[src/rtl/k10_pmp_csr_if.sv]
// k10_pmp_csr_if: CSR request/response bus between the CSR unit and the
// PMP register file. Also carries the privilege-level package.
//   master : CSR unit (drives i_req_*, receives o_req_ready and o_rsp_*)
//   slave  : k10_pmp_csr
package k10_pmp_pkg;
  typedef enum logic [1:0] {
    PRIV_U = 2'b00,
    PRIV_S = 2'b01,
    PRIV_M = 2'b11
  } priv_lvl_e;
endpackage

interface k10_pmp_csr_if;
  import k10_pmp_pkg::*;

  logic        i_req_valid;
  logic        o_req_ready;
  logic [11:0] i_req_addr;
  logic        i_req_we;
  logic [31:0] i_req_wdata;
  priv_lvl_e   i_req_priv;
  logic        o_rsp_valid;
  logic        o_rsp_hit;
  logic        o_rsp_err;
  logic [31:0] o_rsp_rdata;

  modport master (
    output i_req_valid, i_req_addr, i_req_we, i_req_wdata, i_req_priv,
    input  o_req_ready, o_rsp_valid, o_rsp_hit, o_rsp_err, o_rsp_rdata
  );

  modport slave (
    input  i_req_valid, i_req_addr, i_req_we, i_req_wdata, i_req_priv,
    output o_req_ready, o_rsp_valid, o_rsp_hit, o_rsp_err, o_rsp_rdata
  );
endinterface

[src/rtl/k10_pmp_csr.sv]
// k10_pmp_csr: PMP register file (pmpcfg0..3, pmpaddr0..15).
// Services one CSR access per two cycles: accept in IDLE, respond in RESP.
// Writes commit on the accept edge; the response returns the pre-write value.
// Applies WARL legalisation of cfg bytes, entry lock, and TOR lock of the
// preceding address register.
//
// Ports:
//   i_clk, i_rst_n : clock, async active-low reset
//   bus            : CSR request/response (k10_pmp_csr_if.slave)
//   o_pmp_cfg      : per-entry config bytes for the PMP checkers
//   o_pmp_addr     : per-entry addresses for the PMP checkers
//   o_pmp_flush    : (K10_PMP_FLUSH_EN only) pulses in RESP when a write
//                    changed any stored cfg/addr bit
//
// Optional feature macro: K10_PMP_FLUSH_EN
module k10_pmp_csr
  import k10_pmp_pkg::*;
#(
  parameter int PMP_REGIONS = 16
) (
  input  logic                         i_clk,
  input  logic                         i_rst_n,
  k10_pmp_csr_if.slave                 bus,
  output logic [PMP_REGIONS-1:0][7:0]  o_pmp_cfg,
  output logic [PMP_REGIONS-1:0][31:0] o_pmp_addr
`ifdef K10_PMP_FLUSH_EN
  ,
  output logic                         o_pmp_flush
`endif
);

  if (!(PMP_REGIONS == 4 || PMP_REGIONS == 8 ||
        PMP_REGIONS == 12 || PMP_REGIONS == 16)) begin : g_bad_regions
    $error("k10_pmp_csr: PMP_REGIONS must be 4, 8, 12 or 16");
  end

  typedef enum logic {ST_IDLE, ST_RESP} state_e;

  state_e state_q, state_d;

  logic [PMP_REGIONS-1:0][7:0]  cfg_q,  cfg_d;
  logic [PMP_REGIONS-1:0][31:0] addr_q, addr_d;

  logic        rsp_valid_q, rsp_valid_d;
  logic        rsp_hit_q,   rsp_hit_d;
  logic        rsp_err_q,   rsp_err_d;
  logic [31:0] rsp_rdata_q, rsp_rdata_d;

  // ---------------------------------------------------------------------
  // Decode
  // ---------------------------------------------------------------------
  logic       accept;
  logic       is_cfg, is_addr, hit, priv_ok, err, wr_ok;
  logic [1:0] cfg_sel;
  logic [3:0] addr_sel;
  logic [31:0] rdata;

  assign accept   = bus.i_req_valid && (state_q == ST_IDLE);
  assign is_cfg   = (bus.i_req_addr[11:2] == 10'h0E8);  // 0x3A0..0x3A3
  assign is_addr  = (bus.i_req_addr[11:4] == 8'h3B);    // 0x3B0..0x3BF
  assign cfg_sel  = bus.i_req_addr[1:0];
  assign addr_sel = bus.i_req_addr[3:0];
  assign hit      = is_cfg || is_addr;
  assign priv_ok  = (bus.i_req_priv == PRIV_M);
  assign err      = hit && !priv_ok;
  assign wr_ok    = accept && bus.i_req_we && hit && priv_ok;

  // Unimplemented entries simply never match the loop index, so they read 0.
  always_comb begin
    rdata = '0;
    if (hit && priv_ok) begin
      if (is_cfg) begin
        for (int e = 0; e < PMP_REGIONS; e++) begin
          if ((e / 4) == int'(cfg_sel)) rdata[8*(e%4) +: 8] = cfg_q[e];
        end
      end else begin
        for (int e = 0; e < PMP_REGIONS; e++) begin
          if (e == int'(addr_sel)) rdata = addr_q[e];
        end
      end
    end
  end

  // ---------------------------------------------------------------------
  // Per-entry write legalisation. Lock checks read cfg_q, i.e. the state
  // before this write, so a cfg write and an addr write never interact.
  // ---------------------------------------------------------------------
  for (genvar e = 0; e < PMP_REGIONS; e++) begin : g_ent
    localparam logic [1:0] CFG_SEL  = 2'(e / 4);
    localparam logic [3:0] ADDR_SEL = 4'(e);

    logic [7:0] wbyte, wbyte_legal;
    logic       tor_lock, cfg_we, addr_we;

    assign wbyte = bus.i_req_wdata[8*(e%4) +: 8];
    // [6:5] are reserved-zero; R=0/W=1 is reserved, so W is dropped.
    assign wbyte_legal = {wbyte[7], 2'b00, wbyte[4:2],
                          wbyte[1] & wbyte[0], wbyte[0]};

    // A locked TOR entry above also freezes this entry's address (its base).
    if (e + 1 < PMP_REGIONS) begin : g_tor
      assign tor_lock = cfg_q[e+1][7] && (cfg_q[e+1][4:3] == 2'b01);
    end else begin : g_no_tor
      assign tor_lock = 1'b0;
    end

    assign cfg_we  = wr_ok && is_cfg && (cfg_sel == CFG_SEL) && !cfg_q[e][7];
    assign addr_we = wr_ok && is_addr && (addr_sel == ADDR_SEL) &&
                     !cfg_q[e][7] && !tor_lock;

    assign cfg_d[e]  = cfg_we  ? wbyte_legal     : cfg_q[e];
    assign addr_d[e] = addr_we ? bus.i_req_wdata : addr_q[e];
  end

  // ---------------------------------------------------------------------
  // Control FSM
  // ---------------------------------------------------------------------
  always_comb begin
    state_d         = state_q;
    rsp_valid_d     = 1'b0;
    rsp_hit_d       = 1'b0;
    rsp_err_d       = 1'b0;
    rsp_rdata_d     = '0;
    bus.o_req_ready = 1'b0;
    case (state_q)
      ST_IDLE: begin
        bus.o_req_ready = 1'b1;
        if (bus.i_req_valid) begin
          state_d     = ST_RESP;
          rsp_valid_d = 1'b1;
          rsp_hit_d   = hit;
          rsp_err_d   = err;
          rsp_rdata_d = rdata;
        end
      end
      ST_RESP: state_d = ST_IDLE;
      default: state_d = ST_IDLE;
    endcase
  end

  always_ff @(posedge i_clk or negedge i_rst_n) begin
    if (!i_rst_n) begin
      state_q     <= ST_IDLE;
      cfg_q       <= '0;
      addr_q      <= '0;
      rsp_valid_q <= 1'b0;
      rsp_hit_q   <= 1'b0;
      rsp_err_q   <= 1'b0;
      rsp_rdata_q <= '0;
    end else begin
      state_q     <= state_d;
      cfg_q       <= cfg_d;
      addr_q      <= addr_d;
      rsp_valid_q <= rsp_valid_d;
      rsp_hit_q   <= rsp_hit_d;
      rsp_err_q   <= rsp_err_d;
      rsp_rdata_q <= rsp_rdata_d;
    end
  end

  assign bus.o_rsp_valid = rsp_valid_q;
  assign bus.o_rsp_hit   = rsp_hit_q;
  assign bus.o_rsp_err   = rsp_err_q;
  assign bus.o_rsp_rdata = rsp_rdata_q;
  assign o_pmp_cfg       = cfg_q;
  assign o_pmp_addr      = addr_q;

`ifdef K10_PMP_FLUSH_EN
  // Next state only differs from current on an accepted, effective write,
  // so ignored or identical writes never raise a flush.
  logic flush_q, flush_d;

  always_comb begin
    flush_d = (cfg_d != cfg_q) || (addr_d != addr_q);
  end

  always_ff @(posedge i_clk or negedge i_rst_n) begin
    if (!i_rst_n) flush_q <= 1'b0;
    else          flush_q <= flush_d;
  end

  assign o_pmp_flush = flush_q;
`endif

endmodule

[src/flat_wrapper.sv]
// flat-port wrapper written by rule: the top's interface ports become plain ports
module k10_pmp_csr_flat import k10_pmp_pkg::*;
#(
  parameter int PMP_REGIONS = 16
)
  (i_clk, i_rst_n, o_pmp_cfg, o_pmp_addr, bus_i_req_valid, bus_i_req_addr, bus_i_req_we, bus_i_req_wdata, bus_i_req_priv, bus_o_req_ready, bus_o_rsp_valid, bus_o_rsp_hit, bus_o_rsp_err, bus_o_rsp_rdata);
  k10_pmp_csr_if bus_i ();
  input  logic i_clk;
  input  logic i_rst_n;
  output logic [PMP_REGIONS-1:0][7:0] o_pmp_cfg;
  output logic [PMP_REGIONS-1:0][31:0] o_pmp_addr;
  input wire logic [$bits(bus_i.i_req_valid)-1:0] bus_i_req_valid;
  input wire logic [$bits(bus_i.i_req_addr)-1:0] bus_i_req_addr;
  input wire logic [$bits(bus_i.i_req_we)-1:0] bus_i_req_we;
  input wire logic [$bits(bus_i.i_req_wdata)-1:0] bus_i_req_wdata;
  input wire logic [$bits(bus_i.i_req_priv)-1:0] bus_i_req_priv;
  output wire logic [$bits(bus_i.o_req_ready)-1:0] bus_o_req_ready;
  output wire logic [$bits(bus_i.o_rsp_valid)-1:0] bus_o_rsp_valid;
  output wire logic [$bits(bus_i.o_rsp_hit)-1:0] bus_o_rsp_hit;
  output wire logic [$bits(bus_i.o_rsp_err)-1:0] bus_o_rsp_err;
  output wire logic [$bits(bus_i.o_rsp_rdata)-1:0] bus_o_rsp_rdata;
  assign bus_i.i_req_valid = bus_i_req_valid;
  assign bus_i.i_req_addr = bus_i_req_addr;
  assign bus_i.i_req_we = bus_i_req_we;
  assign bus_i.i_req_wdata = bus_i_req_wdata;
  assign bus_i.i_req_priv = bus_i_req_priv;
  assign bus_o_req_ready = bus_i.o_req_ready;
  assign bus_o_rsp_valid = bus_i.o_rsp_valid;
  assign bus_o_rsp_hit = bus_i.o_rsp_hit;
  assign bus_o_rsp_err = bus_i.o_rsp_err;
  assign bus_o_rsp_rdata = bus_i.o_rsp_rdata;
  k10_pmp_csr #(.PMP_REGIONS(PMP_REGIONS)) u_core (.i_clk(i_clk), .i_rst_n(i_rst_n), .bus(bus_i), .o_pmp_cfg(o_pmp_cfg), .o_pmp_addr(o_pmp_addr));
endmodule
[config.mk]
export PLATFORM = sky130hd
export DESIGN_NAME = k10_pmp_csr_flat
export DESIGN_NICKNAME = d
export VERILOG_FILES = /design/src/rtl/k10_pmp_csr_if.sv /design/src/rtl/k10_pmp_csr.sv /design/src/flat_wrapper.sv
export SDC_FILE = /design/constraint.sdc
export NUM_CORES = 1
export LEC_CHECK = 0
export CAP_MARGIN = 20
export CELL_PAD_IN_SITES_DETAIL_PLACEMENT = 0
export CELL_PAD_IN_SITES_GLOBAL_PLACEMENT = 1
export CORE_AREA = 2 2 279 281
export CTS_BUF_LIST = sky130_fd_sc_hd__clkbuf_8 sky130_fd_sc_hd__clkbuf_16
export CTS_CLUSTER_SIZE = 12
export DETAILED_ROUTE_END_ITERATION = 16
export DIE_AREA = 0 0 281 283
export PLACE_DENSITY_LB_ADDON = 0.1
export SLEW_MARGIN = 20
export SYNTH_ARGS = -nofsm -noshare
export SYNTH_HDL_FRONTEND = slang
export SYNTH_SLANG_ARGS = --single-unit
[constraint.sdc]
create_clock -name i_clk -period 3.35 [get_ports i_clk]
set_clock_uncertainty 0.2 [all_clocks]
set_input_delay 0.8375 -clock i_clk [delete_from_list [all_inputs] [get_ports i_clk]]
set_output_delay 0.8375 -clock i_clk [all_outputs]
set_load 0.005 [all_outputs]
==> key figures <==
Status
  • Status: finished clean

CTS
  • H-tree Lvls: 3
  • CTS clk-pin slew, worst paths: 0.06 ns
  • Clock root buffer master: clkbuf_16
  • Clk_lat worst skew: 0.63 ns
  • Clk buf depth: 3
  • CTS tree: yes
  • CTS buffer count: 74
  • Clock Sinks: 643

GRT
  • Initial antenna violation count: 11
  • GRT Total Usage: 35.69%
  • Vias in the first global route: 24430
  • Grt ovf: 0
  • First-pass GRT wire length: 199900 um
  • Largest net degree at the start of global routing: 68

Timing
  • Final Hold Slack: 0.3115 ns
  • Slew HR: 29.52%
  • Max Freq: 318.8 MHz
  • Final min period: 3.137 ns
  • Setup TNS: 0 ns
  • # setup viols final: 0
  • RSZ-0062 raised after global routing: no
  • Least-Margin Pin Slew: 1.054 ns
  • Final Cycle Share: 93.63%
  • Number of failing hold endpoints at the final stage: 0
  • Max Slew Vio Count: 0
  • Setup WS post-layout: 0.2133 ns

Logic synthesis
  • Top_reg_cell synth: dfrtp_1
  • Yosys top cell by area: dfrtp_1
  • Post-synth top area share: 53.17%
  • Synth area leaders: dfrtp_1 (53%), mux2_2 (21%), mux4_2 (3.8%)
  • Post-synthesis async set-or-reset flop share: 100.0%
  • Synth Cell Area: 0.03026 mm^2
  • Synth Register Bits: 643
  • Synth Instances: 2285
  • Yosys synthesis warning count: 0
  • Post-synth EDFFs: 0
  • Sequential-to-total area share from yosys stat: 53.17%
  • Syn avg cell area: 13.24 um^2
  • Netlist cell types: 72

Finish
  • Fin cells: 4189
  • Nets: 3142
  • Final core occ: 55.02%
  • Most frequent cells in the layout: clkdlybuf4s50_1 (688), dfrtp_1 (643), mux2_2 (572), buf_4 (184), nor2_1 (90)
  • Area Overhead vs Synth: 39.46%
  • Share of layout cells above drive strength 1: 32.29%
  • Most common cell after layout, fill and taps aside: clkdlybuf4s50_1
  • Fillcell total: 6534
  • Final std cell area, no fill: 0.04220 mm^2

Route
  • DR pass1 iterations: 5
  • Drt wl/cell: 34.28 um
  • Detailed Route WL: 143600 um
  • 1st-iter DRT viols: 2314
  • Via count: 24860
  • Via-per-instance ratio: 5.935
  • ANT nets after route: 0
  • DRC Markers: 0

Die
  • Die Ht: 283 um
  • I/O pin count: 726
  • CORE AREA: 0.07670 mm^2
  • Initial Util: 39.45%
  • Die outline width: 281 um
  • Die ar.: 0.07952 mm^2
  • FP Rows: 102

Placement
  • Setup WS pre-CTS: -0.5134 ns
  • IO Port Bufs: 693
  • Post-DP HPWL: 108700 um
  • RD Place Congestion: 0.9027
  • Placed standard-cell area: 0.03980 mm^2
  • Placed cells: 4055

Pwr
  • Worst vdd ir: 0.0003081 V
  • Switching power: 4.154 mW
  • Leakage: 19.65 nW
  • Clk network pwr share: 47.4%
  • Pint: 12.81 mW
  • Total power: 16.96 mW
  • Power density cells: 401.9 mW/mm^2
  • Register share of total power: 45.9%
  • Combinational share of power: 6.8%
  • Sw frac: 24.49%

Setup path
  • Worst-path maximum fanout: 21
  • WS Path Type: primary input to flip-flop
  • CP Launch Type: primary input
  • CP endpoint kind: flip-flop
  • Required @ worst endpoint: 3.65 ns
  • WP data arrival: 3.44 ns

Min path
  • Hold/Removal Path Class: flip-flop to flip-flop

Run
  • Max Cap Viol: 0
## cells in the mapped netlist, drive strengths merged (11+ instances only)
library cell	instances
a221oi	16
clkbuf	91
nor3	17
a31oi	18
nand3	21
mux4	51
o31ai	11
a21o	24
nor2	91
a211oi	15
o221ai	18
mux2i	61
dfrtp	643
nor2b	14
a21oi	67
o211ai	23
mux2	611
nand2	77
o21ai	89
a22oi	25
and2	12
buf	140
inv	13
## layer usage
layer / GRT usage (%) / wire length, um
met1: 49.89 / 60400
met4: 12.39 / 5431
met3: 8.304 / 12420
met2: 54.44 / 65340
met5: 0 / 23
## area by class of cell
type                       instances  area [um^2]  share of cell area [%]
sequential                       643        16090                   38.13
multi-input combinational       1429        12970                   30.73
timing repair buffer             931         9405                   22.29
clock buffer                      91         2120                   5.022
tap                             1040         1301                   3.083
clock inverter                    39        261.5                  0.6196
inverter                          13        48.80                  0.1156
antenna                            3        7.507                 0.01779
## final timing paths
| path | startpoint | endpoint | slack, ns | cells past startpoint |
|---|---|---|---|---|
| min in group asynchronous | i_rst_n | u_core.o_pmp_addr[292]$_DFFE_PN0P_ | 0.53 | 2 |
| setup reg to reg | u_core.bus.o_rsp_valid$_DFF_PN0_ | u_core.o_pmp_addr[60]$_DFFE_PN0P_ | 0.66 | 7 |
| setup / recovery | bus_i_req_addr[11] | u_core.o_pmp_addr[60]$_DFFE_PN0P_ | 0.21 | 7 |
| hold / removal | u_core.o_pmp_addr[23]$_DFFE_PN0P_ | u_core.o_pmp_addr[23]$_DFFE_PN0P_ | 0.31 | 1 |
| hold reg to reg | u_core.o_pmp_addr[23]$_DFFE_PN0P_ | u_core.o_pmp_addr[23]$_DFFE_PN0P_ | 0.31 | 1 |
| max in group asynchronous | i_rst_n | u_core.o_pmp_addr[51]$_DFFE_PN0P_ | 1.46 | 3 |
## cell families (layout without fill, tap and decap cells)
logic type,count (synthesis),after routing,synth area share (%)
AO/OA/AOI/OAI,386,386,8.629
buffers and inverters,244,1074,4.470
flip-flops,643,643,53.17
multiplexers,723,723,28.55
other,1,35,0.01239
AND/OR/NAND/NOR,288,288,5.164
## what timing repair did
| action | 4_1_cts | 5_1_grt |
|---|---|---|
| setup endpoints to repair | 0 | 8 |
| hold buffers | 1 | 0 |
| gates resized for setup | 0 | 1 |
| endpoints found under the hold margin | 15 | 0 |
| buffers inserted | 0 | 0 |
## power groups by stage
stage / Sequential, mW / Clock, mW / Combinational (mW)
2_1_floorplan: 7.92 / 0 / 0.439
3_3_place_gp: 7.92 / 0 / 1.13
3_5_place_dp: 7.92 / 0 / 1.14
4_1_cts: 7.78 / 8.12 / 1.14
5_1_grt: 7.77 / 8.46 / 1.21
6_report: 7.78 / 8.03 / 1.15
## state kept, by name, indices dropped and copies added (netlist names)
name	count
u_core.o_pmp_addr	512
u_core.bus.o_rsp_rdata	32
u_core.bus.o_rsp_hit	1
u_core.o_pmp_cfg	96
u_core.bus.o_rsp_valid	1
u_core.bus.o_rsp_err	1
## critical path, stage by stage
cell and delay (ns):
clkdlybuf4s50_1 0.57, and4bb_2 0.48, and2_2 0.28, nand4_4 0.23, nor4_4 0.37, buf_12 0.25
mux2_2 0.37
No activity file was read; power rests on OpenSTA's default activity.
==> RTL edit 1: new RTL, same settings <==
`PMP_REGIONS` is set to 16 in 2 places; all go to 8.
--- a/src/rtl/k10_pmp_csr.sv
+++ b/src/rtl/k10_pmp_csr.sv
@@ -16,7 +16,7 @@
 module k10_pmp_csr
   import k10_pmp_pkg::*;
 #(
-  parameter int PMP_REGIONS = 16
+  parameter int PMP_REGIONS = 8
 ) (
   input  logic                         i_clk,
   input  logic                         i_rst_n,
--- a/src/flat_wrapper.sv
+++ b/src/flat_wrapper.sv
@@ -1,7 +1,7 @@
 // flat-port wrapper written by rule: the top's interface ports become plain ports
 module k10_pmp_csr_flat import k10_pmp_pkg::*;
 #(
-  parameter int PMP_REGIONS = 16
+  parameter int PMP_REGIONS = 8
 )
   (i_clk, i_rst_n, o_pmp_cfg, o_pmp_addr, bus_i_req_valid, bus_i_req_addr, bus_i_req_we, bus_i_req_wdata, bus_i_req_priv, bus_o_req_ready, bus_o_rsp_valid, bus_o_rsp_hit, bus_o_rsp_err, bus_o_rsp_rdata);
   k10_pmp_csr_if bus_i ();
Interface: changed (resized o_pmp_addr and o_pmp_cfg); port bits go from 726 to 406. No check against the original RTL was run, so the function may have changed too.
==> RTL edit 1 against the original RTL <==
- routed wire length is 49% lower
- total power is 42% lower
- setup slack worse by 0.0095 ns
- largest power group unchanged
- largest cell class unchanged
- critical path depth is 1 lower
- design area is 45% lower
- area after synthesis is 48% lower
- die area stayed put
- sequential cell count is 304 lower
==> RTL edit 1: results (changes against the original RTL) <==
met2 wire len -> 35200 um (-46%)
drt initial violations -> 541 (-77%)
Hold Path Class -> primary input to asynchronous set/reset pin
Ant. Diodes -> 1 (-2)
sequential cell area share -> 36.5% (-1.6 points)
compound-gate portion of the synthesized area -> 10.3% (+1.7 points)
worst slew pin tran -> 0.643 ns (-0.411 ns)
synth top area cells -> dfrtp_1 (54%), mux2_2 (21%), mux2_4 (3.0%)
Final Core Density -> 30.3% (-25 points)
Clock Power Share -> 52.8% (+5.4 points)
fillcell total -> 7844 (+20%)
met2 Use GR -> 30.2% (-24 points)
P_sw -> 0.00234 W (-44%)
Worst EP arrival -> 3.40 ns (-0.04 ns)
initial antenna violation count -> 1 (-10)
worst slack at placement -> -0.382 ns (+0.131 ns)
Worst R2R Path Depth -> 5 (-2)
Critical Path Max Stage Delay -> 0.63 ns (+0.06 ns)
mux share of post-synthesis cell area -> 26.7% (-1.9 points)
routability cong. -> 0.756 (-16%)
I/O Buffers -> 389 (-44%)
Non-clk invs -> 31 (+18)
WL final -> 73400 um (-49%)
status -> finished clean
Repair and plain buffers -> 474 (-49%)
post-synthesis sequential area ratio -> 53.6% (+0.43 points)
GR Layer Usage met3 -> 5.05% (-3.3 points)
non-clk buf share -> 20.9% (-1.4 points)
Vias/cell -> 4.41 (-26%)
Cell variety after synth -> 46 (-36%)
router iterations before antenna repair -> 4 (-1)
CTS Buf Count -> 46 (-38%)
hpwl dp -> 51600 um (-52%)
max reg flops -> 256 (-50%)
vias in the first global route -> 13100 (-46%)
GRT Util Overall -> 18.2% (-17 points)
Nets -> 1721 (-45%)
Static Leak -> 10.5 nW (-47%)
# clk buffers -> 63 (-31%)
CP max-delay cell -> or4_1
H-tree depth -> 2 (-1)
-- RTL edit 1: cell types whose count changed in the layout (fill, tap and decap cells not counted), moves of 24 or more --
| cell | delta |
|---|---|
| clkdlybuf4s50_1 | -304 |
| dfrtp_1 | -304 |
| mux2_2 | -277 |
| buf_4 | -125 |
| mux4_2 | -51 |
| o21ai_0 | -48 |
| nor2_1 | -47 |
| mux2_1 | -35 |
| mux2_4 | +32 |
| clkbuf_16 | -30 |
| nand2_1 | -29 |
| buf_12 | -27 |
| mux2i_1 | -24 |
-- RTL edit 1: stage by stage --
| stage | cells | setup TNS [ns] | hold slack (ns) |
|---|---|---|---|
| after CTS | 2747 | 0 | 0.0105 |
| final | 2748 | 0 | 0.0251 |
| after detailed placement | 2663 | -57.64 | 0.312 |
| after global routing | 2747 | 0 | 0.0384 |
| after floorplan | 1278 | 0 | 0.270 |
| after global placement | 2663 | -53.93 | 0.311 |
-- RTL edit 1: kinds of logic (layout without fill, tap and decap cells) --
kind of cell | count (synthesis) | after routing
AO/OA/AOI/OAI | 235 | 235
flip-flops | 339 | 339
buffers and inverters | 160 | 589
other | 1 | 17
multiplexers | 368 | 368
AND/OR/NAND/NOR | 160 | 160
-- RTL edit 1: worst max-delay path by stage --
stage | cells after the start | endpoint | start
after detailed placement | 6 | u_core.o_pmp_cfg[51] | bus_i_req_priv[0]
after global routing | 8 | u_core.o_pmp_addr[209] | bus_i_req_priv[0]
after global placement | 8 | u_core.o_pmp_addr[218] | bus_i_req_priv[1]
after CTS | 6 | u_core.o_pmp_cfg[50] | bus_i_req_priv[0]
after floorplan | 7 | u_core.o_pmp_addr[13] | bus_i_req_addr[1]
final | 6 | u_core.o_pmp_cfg[50] | bus_i_req_priv[0]
==> RTL edit 2: new RTL, same settings <==
Without the edit above. Take the reset off `addr_q` and load it in a clocked block of its own.
--- a/src/rtl/k10_pmp_csr.sv
+++ b/src/rtl/k10_pmp_csr.sv
@@ -142,7 +142,6 @@
     if (!i_rst_n) begin
       state_q     <= ST_IDLE;
       cfg_q       <= '0;
-      addr_q      <= '0;
       rsp_valid_q <= 1'b0;
       rsp_hit_q   <= 1'b0;
       rsp_err_q   <= 1'b0;
@@ -150,12 +149,15 @@
     end else begin
       state_q     <= state_d;
       cfg_q       <= cfg_d;
-      addr_q      <= addr_d;
       rsp_valid_q <= rsp_valid_d;
       rsp_hit_q   <= rsp_hit_d;
       rsp_err_q   <= rsp_err_d;
       rsp_rdata_q <= rsp_rdata_d;
     end
+  end
+
+  always_ff @(posedge i_clk) begin
+    addr_q <= addr_d;
   end
 
   assign bus.o_rsp_valid = rsp_valid_q;
Function: changed (a bounded check fails within 4 cycles, from zero or initial values and one cycle with i_rst_n low).
==> RTL edit 2 against the original RTL <==
- design area is 8.5% lower
- first-iteration DRC count grew 13%
- total power rose by 3.9%
- sequential cell count is the same
- routed wire length shrank 0.25%
- area after synthesis is 14% lower
- global-route usage fell by 0.40 points
- setup slack gained 0.036 ns
- critical endpoint is now u_core.o_pmp_addr[242]
- largest power group is now registers
==> RTL edit 2: results (changes against the original RTL) <==
P_sw -> 0.00405 W (-2.5%)
ClkCell Share -> 6.04% (+0.40 points)
Non-clk invs -> 5 (-8)
Avg WL per Cell -> 38.7 um (+13%)
router iterations before antenna repair -> 6 (+1)
mux share of post-synthesis cell area -> 8.65% (-20 points)
non-clk buf share -> 23.6% (+1.3 points)
Cell variety after synth -> 68 (-5.6%)
Nets -> 2656 (-15%)
fillcell total -> 6654 (+1.8%)
CTS Buf Count -> 73 (-1.4%)
EDFF count, synth -> 512 (+512)
worst slack at placement -> -0.490 ns (+0.0234 ns)
drt initial violations -> 2609 (+13%)
# clk buffers -> 87 (-4.4%)
Post-Place Cells -> 3569 (-12%)
first-pass GRT wire length -> 191000 um (-4.7%)
synth top area cells -> edfxtp_1 (59%), dfrtp_1 (13%), mux2_2 (3.3%)
Ant. Diodes -> 2 (-1)
status -> finished clean
routability cong. -> 0.935 (+3.6%)
Switching Share -> 23.0% (-1.5 points)
Async SR Flop Fraction -> 20.4% (-80 points)
Flop pwr share -> 49.0% (+3.1 points)
Clock Power Share -> 44.6% (-2.8 points)
multi-input combinational cell area -> 0.00718 mm^2 (-45%)
## RTL edit 2: cell types whose count changed in the layout (fill, tap and decap cells not counted), sizes merged, moves of 18 or more
cell    unedited run  this run
nor2              91       139
dfrtp            643       131
o22ai              7        49
buf              242       224
mux2             611        77
a21oi             67       100
o211ai            23         4
edfxtp             0       512
## RTL edit 2: path summary, 6_finish.rpt
path / slack [ns] / endpoint / startpoint / depth (start not counted)
worst max-delay path: 0.25 / u_core.o_pmp_addr[242] / bus_i_req_addr[11] / 9
worst min-delay path: 0.34 / u_core.o_pmp_cfg[98] / u_core.o_pmp_cfg[98] / 1
worst max register to register: 0.69 / u_core.o_pmp_addr[242] / u_core.bus.o_rsp_valid / 7
worst min register to register: 0.34 / u_core.o_pmp_cfg[98] / u_core.o_pmp_cfg[98] / 1
max in group asynchronous: 1.63 / u_core.o_pmp_cfg[39] / i_rst_n / 3
min in group asynchronous: 0.54 / u_core.bus.o_rsp_rdata[1] / i_rst_n / 2
## RTL edit 2: metal layers
metal / vias up / wire length, um / GRT usage [%]
met1: 11500 / 56800 / 46.8
met2: 1544 / 68900 / 57.9
li1: 8508 / - / -
met5: - / 15 / 0
met4: 4 / 5210 / 12.3
met3: 248 / 12300 / 6.71
## RTL edit 2: critical path, delay by kind of cell
family                 cells  cell delay (ns)
buffers and inverters      4             1.08
and+or+nand+nor            5             1.21
## RTL edit 2: what timing repair did
| action | 4_1_cts | 5_1_grt |
|---|---|---|
| hold endpoints to repair | 6 | 0 |
| setup buffers | 0 | 1 |
| resized for setup | 0 | 0 |
| endpoints found under the setup margin | 0 | 32 |
| hold buffers | 1 | 0 |
